[src/rtl/mem_pkg.sv]
// Shared types and constants for the byte-serial memory controller.
package mem_pkg;

  localparam logic [31:0] IO_BASE_DEF = 32'h0003_0000;

  // lsb_type encodings: [3]=store, [2]=unsigned, [1:0]=size
  localparam logic [3:0] LB  = 4'b0000;
  localparam logic [3:0] LH  = 4'b0001;
  localparam logic [3:0] LW  = 4'b0010;
  localparam logic [3:0] LBU = 4'b0100;
  localparam logic [3:0] LHU = 4'b0101;
  localparam logic [3:0] SB  = 4'b1000;
  localparam logic [3:0] SH  = 4'b1001;
  localparam logic [3:0] SW  = 4'b1010;

  typedef enum logic [1:0] {ST_IDLE, ST_LOAD, ST_STORE, ST_FETCH} state_t;

  typedef struct packed {
    logic [31:0]     addr;
    logic [3:0][7:0] wdata;
    logic [1:0]      sz;
    logic            uns;
    logic [2:0]      nb;
    logic            io;
  } req_t;

  function automatic logic [2:0] size_bytes(input logic [1:0] sz);
    case (sz)
      2'd0:    return 3'd1;
      2'd1:    return 3'd2;
      default: return 3'd4;
    endcase
  endfunction

endpackage

[src/rtl/mem_ctrl_load_ext.sv]
// Sign/zero extension of an assembled little-endian load value.
module load_ext (
  input  logic [31:0] raw,
  input  logic [1:0]  size,
  input  logic        uns,
  output logic [31:0] val
);

  always_comb begin
    case (size)
      2'd0:    val = {{24{raw[7] & ~uns}}, raw[7:0]};
      2'd1:    val = {{16{raw[15] & ~uns}}, raw[15:0]};
      default: val = raw;
    endcase
  end

endmodule

[src/rtl/mem_ctrl.sv]
// Serialises LSB loads/stores and instruction fetches onto a byte-wide RAM/IO bus.
module mem_ctrl
  import mem_pkg::*;
#(
  parameter logic [31:0] IO_BASE = IO_BASE_DEF
) (
  input  logic        clk_in,
  input  logic        rst_in,
  input  logic        rdy_in,
  input  logic        clear,
  input  logic        ls_enable,
  input  logic [31:0] addr,
  input  logic [31:0] store_val,
  input  logic [3:0]  lsb_type,
  output logic        ls_finished,
  output logic [31:0] load_val,
  input  logic        if_enable,
  input  logic [31:0] if_addr,
  output logic        if_finished,
  output logic [31:0] if_data,
  input  logic [7:0]  mem_din,
  output logic [7:0]  mem_dout,
  output logic [31:0] mem_a,
  output logic        mem_wr,
  input  logic        io_buffer_full
);

  state_t          state, state_nxt;
  req_t            req;
  logic [2:0]      cnt;
  logic [3:0][7:0] raw, raw_nxt;
  logic            flush_pend;
  logic            idle_ok, acc_ls, acc_if, stall, wr_cyc, rd_last, st_last;
  logic [31:0]     ext_val, a_nxt;
  logic [1:0]      lane;

  assign idle_ok = (state == ST_IDLE) && !clear && !ls_finished && !if_finished;
  assign acc_ls  = idle_ok && ls_enable;
  assign acc_if  = idle_ok && !ls_enable && if_enable;
  assign stall   = req.io && io_buffer_full;
  assign rd_last = (cnt == req.nb);
  assign st_last = (cnt == req.nb - 3'd1);
  assign a_nxt   = req.addr + 32'(cnt) + 32'd1;
  // cnt runs one ahead of the byte arriving on mem_din
  assign lane    = 2'(cnt - 3'd1);

  always_ff @(posedge clk_in or negedge rst_in) begin
    if (!rst_in)     state <= ST_IDLE;
    else if (rdy_in) state <= state_nxt;
  end

  always_comb begin
    state_nxt = state;
    case (state)
      ST_IDLE: begin
        if (acc_ls)      state_nxt = lsb_type[3] ? ST_STORE : ST_LOAD;
        else if (acc_if) state_nxt = ST_FETCH;
      end
      ST_LOAD, ST_FETCH: if (clear || rd_last) state_nxt = ST_IDLE;
      ST_STORE:          if (!stall && st_last) state_nxt = ST_IDLE;
      default:           state_nxt = ST_IDLE;
    endcase
  end

  always_comb begin
    wr_cyc  = (state == ST_STORE) && !stall;
    mem_wr  = rdy_in && wr_cyc;
    raw_nxt = raw;
    if (cnt != 3'd0) raw_nxt[lane] = mem_din;
  end

  load_ext u_ext (
    .raw  (raw_nxt),
    .size (req.sz),
    .uns  (req.uns),
    .val  (ext_val)
  );

  always_ff @(posedge clk_in or negedge rst_in) begin
    if (!rst_in) begin
      req         <= '0;
      cnt         <= '0;
      raw         <= '0;
      flush_pend  <= 1'b0;
      mem_a       <= '0;
      mem_dout    <= '0;
      ls_finished <= 1'b0;
      if_finished <= 1'b0;
      load_val    <= '0;
      if_data     <= '0;
    end else if (rdy_in) begin
      ls_finished <= 1'b0;
      if_finished <= 1'b0;
      case (state)
        ST_IDLE: begin
          cnt        <= '0;
          flush_pend <= 1'b0;
          if (acc_ls) begin
            req      <= '{addr: addr, wdata: store_val, sz: lsb_type[1:0], uns: lsb_type[2],
                          nb: size_bytes(lsb_type[1:0]), io: (addr >= IO_BASE)};
            mem_a    <= addr;
            mem_dout <= store_val[7:0];
          end else if (acc_if) begin
            req   <= '{addr: if_addr, wdata: '0, sz: 2'd2, uns: 1'b0, nb: 3'd4, io: 1'b0};
            mem_a <= if_addr;
          end
        end
        ST_LOAD, ST_FETCH: begin
          if (!clear) begin
            cnt <= cnt + 3'd1;
            raw <= raw_nxt;
            if (cnt + 3'd1 < req.nb) mem_a <= a_nxt;
            if (rd_last) begin
              if (state == ST_LOAD) begin
                ls_finished <= 1'b1;
                load_val    <= ext_val;
              end else begin
                if_finished <= 1'b1;
                if_data     <= raw_nxt;
              end
            end
          end
        end
        ST_STORE: begin
          // a flushed store still drains every byte; only its completion is hidden
          if (clear) flush_pend <= 1'b1;
          if (!stall) begin
            cnt <= cnt + 3'd1;
            if (st_last) begin
              ls_finished <= !(flush_pend || clear);
              if (!(flush_pend || clear)) load_val <= '0;
            end else begin
              mem_a    <= a_nxt;
              mem_dout <= req.wdata[2'(cnt + 3'd1)];
            end
          end
        end
        default: cnt <= '0;
      endcase
    end
  end

endmodule
[config.mk]
export PLATFORM = sky130hd
export DESIGN_NAME = mem_ctrl
export DESIGN_NICKNAME = d
export VERILOG_FILES = /design/src/rtl/mem_pkg.sv /design/src/rtl/mem_ctrl_load_ext.sv /design/src/rtl/mem_ctrl.sv
export SDC_FILE = /design/constraint.sdc
export NUM_CORES = 1
export LEC_CHECK = 0
export CAP_MARGIN = 15
export CORE_ASPECT_RATIO = 1.4
export CORE_MARGIN = 5
export CORE_UTILIZATION = 56
export DETAILED_ROUTE_END_ITERATION = 10
export GPL_TIMING_DRIVEN = 1
export MAX_ROUTING_LAYER = met4
export PLACE_DENSITY = 0.85
export SLEW_MARGIN = 20
export SYNTH_ARGS = -nofsm -noshare
export SYNTH_HDL_FRONTEND = slang
export SYNTH_HIERARCHICAL = 1
export SYNTH_SLANG_ARGS = --single-unit
[constraint.sdc]
create_clock -name clk_in -period 6.3 [get_ports clk_in]
set_clock_uncertainty 0.05 [all_clocks]
set_input_delay 0.63 -clock clk_in [delete_from_list [all_inputs] [get_ports clk_in]]
set_output_delay 0.63 -clock clk_in [all_outputs]
set_load 0.03 [all_outputs]
Word-level counts from Yosys, hierarchy flattened
Cells that the tools add are included.
W data, S select, Z words.
- logic and storage cells: 142
- bits of input ports: 115
- bits in registers: 215
- output and inout bits: 107
- equality and inequality tests: 20
- muxes and demuxes: 49
- $add $sub $neg: 5
- reductions and logical operators: 36
- bitwise gates (word level): 5
- order comparisons: 5
- operator list (kind ; number):
    $mux W32 ; 13
    $mux W71 ; 2
    $pmux W32 S2 ; 2
    $pmux W32 S3 ; 1
    $mux W8 ; 5
    $add A32 B1 Y32 const B ; 1
    $add A32 B3 Y32 ; 1
    $bwmux W32 ; 1
    $ge A32 B18 Y1 const B ; 1
    $ne A2 B2 Y1 const B ; 12
    $bmux W8 S2 ; 1
    $demux W8 S2 ; 1
    $pmux W8 S2 ; 1
    $reduce_and A3 Y1 ; 4
    $logic_and A1 B1 Y1 ; 11
    $mux W1 ; 10
    $mux W2 ; 5
    $reduce_and A5 Y1 ; 2
    $pmux W3 S3 ; 1
    $reduce_and A8 Y1 ; 1
    $eq A2 B1 Y1 const B ; 3
    $eq A3 B3 Y1 ; 2
    $logic_not A1 Y1 ; 6
    $logic_not A2 Y1 ; 3
    other kinds (20) ; 30

Logic depth before layout (Yosys ltp)
- depth after elaboration: 13
- mapped depth: 13
- gate-level depth less buffers: 10

Hierarchy
The synthesis kept the hierarchy.
- modules (own cells, without submodules) (module ; area each (um^2) ; seq. area each (um^2) ; cells each ; instances):
    mem_ctrl ; 10552.6 ; 5380.2 ; 1058 ; 1
    load_ext ; 355.3 ; 0.0 ; 67 ; 1

Worst setup path before layout
OpenSTA, ideal clock, no wires.
- kind: register to register
- start point: register cnt[0]
- end point: register mem_a[24]
- cell stages (with the launch flop): 12
- slack: 3.197 ns
- period minus slack after synthesis: 3.103 ns
- buffers on the path: 3
- library setup time: 0.125 ns
- arrival: 2.928 ns
- data required time: 6.125 ns
- path through: dfrtp_1 clkbuf_1 inv_1 ha_1 ha_1 nor2b_1 o21a_1 o21ai_0 and3_4 buf_6 buf_6 mux2_4
- cells in the longest elaborated chain, start to end: 5
- elaborated cells between the ends (all ways): 13
- those cells by class: add/sub (3); order compare (1); eq/ne (3); mux (5); reduce/logical (1)
- ends and longest elaborated chain (item ; RTL line ; text):
    start: declaration ; mem_ctrl.sv:30 ; logic [2:0] cnt;
    start signal: assignment ; mem_ctrl.sv:110 ; cnt <= cnt + 3'd1;
    start signal: assignment ; mem_ctrl.sv:128 ; cnt <= cnt + 3'd1;
    $add A32 B3 Y32 ; mem_ctrl.sv:43 ; assign a_nxt = req.addr + 32'(cnt) + 32'd1;
    $add A32 B1 Y32 ; mem_ctrl.sv:43 ;
    $mux W32, on equally long branches ; mem_ctrl.sv:129, mem_ctrl.sv:112 ;
    $mux W32, on equally long branches ; mem_ctrl.sv:127, mem_ctrl.sv:109 ;
    $pmux W32 S3 ; mem_ctrl.sv:94 ; case (state)
    end signal: assignment ; mem_ctrl.sv:101 ; mem_a <= addr;
    end signal: assignment ; mem_ctrl.sv:105 ; mem_a <= if_addr;
    end signal: assignment ; mem_ctrl.sv:133 ; mem_a <= a_nxt;
    end: declaration ; mem_ctrl.sv:23 ; output logic [31:0] mem_a,
Parallel ways exist; a longest one is shown, timed or not. The select of a mux whose other input is x is not followed.
A chain may end at the register's enable or synchronous reset.

Worst setup path after layout
- start point: register cnt[0]
- end point: register mem_a[0]
Same word-level chain as after synthesis.

==> flow_metrics.env <==
export IMPL_ys_types=70
export IMPL_die_x_um=128
export IMPL_cts_setup_buffers=0
export IMPL_syn_cell_area_um2=10900
export IMPL_wl_per_cell_um=19.5
export IMPL_seq_area_frac_synth=0.493
export IMPL_path_clk_slew_ps=60
export IMPL_grt_first_pass_wirelength_mm=47.9
export IMPL_area_growth_synth_to_final_pct=26.8
export IMPL_ios=222
export IMPL_grt_overflow=0
export IMPL_arrival_ps=4010
export IMPL_numCtsBuffers=21
export IMPL_ys_ff_latch=215
export IMPL_grt_max_degree=118
export IMPL_syn_avg_cell_area_um2=9.70
export IMPL_synth_edf_count=0
export IMPL_finalWirelength_mm=30.3
export IMPL_core_um2=19200
export IMPL_status="finished, final reports clean"
export IMPL_first_global_vias=9334
export IMPL_netlist_instances=1125
export IMPL_hpwl_mm=22.0
export IMPL_grt_use_total=0.276
export IMPL_die_y_um=175
export IMPL_numClockSinks=215
export IMPL_maxCapViolCount=0
export IMPL_cpPeakStageDelay_ps=790
export IMPL_rr_worst_depth=9
export IMPL_drt_pass1_iterations=5
export IMPL_power_leakage_nw=6.43
export IMPL_postSynth_asyncResetShare=1.00
export IMPL_startpoint_type="flop"
export IMPL_layout_nets=1424
export IMPL_setup_tns_final_ps=0
export IMPL_final_common_cell="clkdlybuf4s50_1"
export IMPL_critPathCapture="mem_a[0]"
export IMPL_fp_dieArea_um2=22400
export IMPL_gp_congestion=0.944
export IMPL_dp_cells=1520
export IMPL_final_cells=1555
export IMPL_tritoncts="done"
export IMPL_yosys_warnings=6
export IMPL_crit_top_cell="ha_1"
export IMPL_cts_hold_buf=0
export IMPL_critPathMaxFanout=29
export IMPL_mostFrequentLayoutCells="clkdlybuf4s50_1 (220), dfrtp_1 (215), nand2_1 (189)"
export IMPL_period_share=0.585
export IMPL_num_antenna_cells=0
export IMPL_vias=9129
export IMPL_drive_gt1_frac=0.0765
export IMPL_ant_nets=0
export IMPL_slowest_stage="dfrtp_1"
export IMPL_cts_htree_levels=1
export IMPL_tightest_slew_ps=1130
export IMPL_startpoint="cnt[0]"
export IMPL_rows=60
export IMPL_reg2reg_slack_ps=2610
export IMPL_p_total_mw=7.34
export IMPL_min_period_ps=3690
export IMPL_portBuffers=221
export IMPL_initial_utilization=0.568
export IMPL_hold_class="input port to asynchronous set/reset pin"
export IMPL_drv_slew=0
export IMPL_cp_cell_sequence="inv_1, ha_1, ha_1, nor2b_1, o21a_1, o21ai_0, buf_4, and3_4, mux2_2"
export IMPL_clockBufferDepth=3
export IMPL_worstSetupPathType="flop to flop"
export IMPL_rsz0062_at_grt="no"
export IMPL_crit_required_ps=6620
export IMPL_via_per_inst=5.87
export IMPL_cts_root_buf="clkbuf_16"
export IMPL_cts_repair_resized=0
export IMPL_fmax_mhz=271
export IMPL_r2r_end="mem_a[0]"
export IMPL_drt_iter0_drc=643
export IMPL_r2r_start="cnt[0]"
export IMPL_antenna_found_initial=0
export IMPL_finalHoldViolations=0
export IMPL_ys_flop_type="dfrtp_1"
export IMPL_synth_fp_nets=1254
export IMPL_end_kind="flop"
export IMPL_drc=0
export IMPL_setup_viol=0
export IMPL_ir_drop_mv=0.289
export IMPL_relSlewSlack=0.249
export IMPL_power_density_nw_per_um2=531
export IMPL_worst_skew_pair_late_latency_ps=490
-- how the worst min path moves through the flow --
stage,start,to,slack [ps]
after floorplan,rst_in,cnt[0],280
after global placement,raw[28],raw[28],410
after detailed placement,load_val[13],load_val[13],420
after CTS,rst_in,raw[2],280
after global routing,rst_in,raw[2],310
final,rst_in,raw[2],210
-- logic make-up after synthesis --
logic type	Yosys count	synth area share
mux	105	0.110
flops	215	0.493
buf+inv	143	0.0564
compound gates	297	0.165
fa+ha+maj	14	0.0167
xor+xnor	17	0.0150
simple gates	334	0.143
-- state kept, by name, indices dropped and copies added (netlist names) --
register     count
ls_finished      1
if_data         32
state            2
req             71
mem_a           32
flush_pend       1
cnt              3
load_val        32
raw             32
if_finished      1
mem_dout         8
-- cells in the mapped netlist, types with 10 or more instances --
| cell type | instances | area share |
|---|---|---|
| nor2_1 | 41 | 0.014 |
| inv_1 | 56 | 0.019 |
| or3_1 | 10 | 0.0057 |
| clkbuf_1 | 62 | 0.021 |
| a211oi_1 | 11 | 0.0076 |
| a21oi_1 | 50 | 0.023 |
| nand3_1 | 13 | 0.0060 |
| mux2i_1 | 64 | 0.059 |
| nand2_1 | 189 | 0.065 |
| and3_1 | 12 | 0.0069 |
| nand4_1 | 15 | 0.0086 |
| buf_4 | 10 | 0.0069 |
| a31oi_1 | 21 | 0.012 |
| a22o_1 | 35 | 0.028 |
| dfrtp_1 | 215 | 0.49 |
| o21ai_0 | 140 | 0.064 |
| mux2_2 | 30 | 0.031 |
| ha_1 | 13 | 0.015 |
-- power breakdown --
part / switching [mW] / total (mW) / internal (mW)
combinational: 2.06 / 3.58 / 1.52
clock: 0.521 / 1.26 / 0.741
sequential: 0.510 / 2.50 / 1.99
total: 3.09 / 7.34 / 4.25
-- layer usage --
layer,vias to the layer above,GRT usage,part of all wire
met5,-,-,0
met4,0,0.138,0.054
met3,94,0.0343,0.060
met2,402,0.471,0.52
met1,4333,0.319,0.37
li1,4300,-,-
-- worst max-delay path: cells and delay by family (launching register included) --
kind | cells | cell delay, ps
buf+inv | 2 | 500
simple gates | 2 | 600
fa+ha+maj | 2 | 940
compound gates | 2 | 290
mux | 1 | 390
flops | 1 | 790
-- layout make-up --
| class | instances | area, um^2 |
|---|---|---|
| Multi-Input combinational cell | 767 | 4940 |
| Timing Repair Buffer | 234 | 2310 |
| Clock inverter | 6 | 86.3 |
| Clock buffer | 29 | 596 |
| Inverter | 56 | 210 |
| Fill cell | 1454 | 5390 |
| Tap cell | 248 | 310 |
| Sequential cell | 215 | 5380 |
-- through the flow --
stage,util,setup slack (ps),instance area [um^2],hold WS [ps]
after detailed placement,0.684,2260,13200,420
after floorplan,-,3200,10900,284
after CTS,0.720,2540,13800,275
after global routing,0.720,2380,13800,308
final,0.720,2610,13800,209
after global placement,0.684,2390,13200,412
No activity file was read; power rests on OpenSTA's default activity.
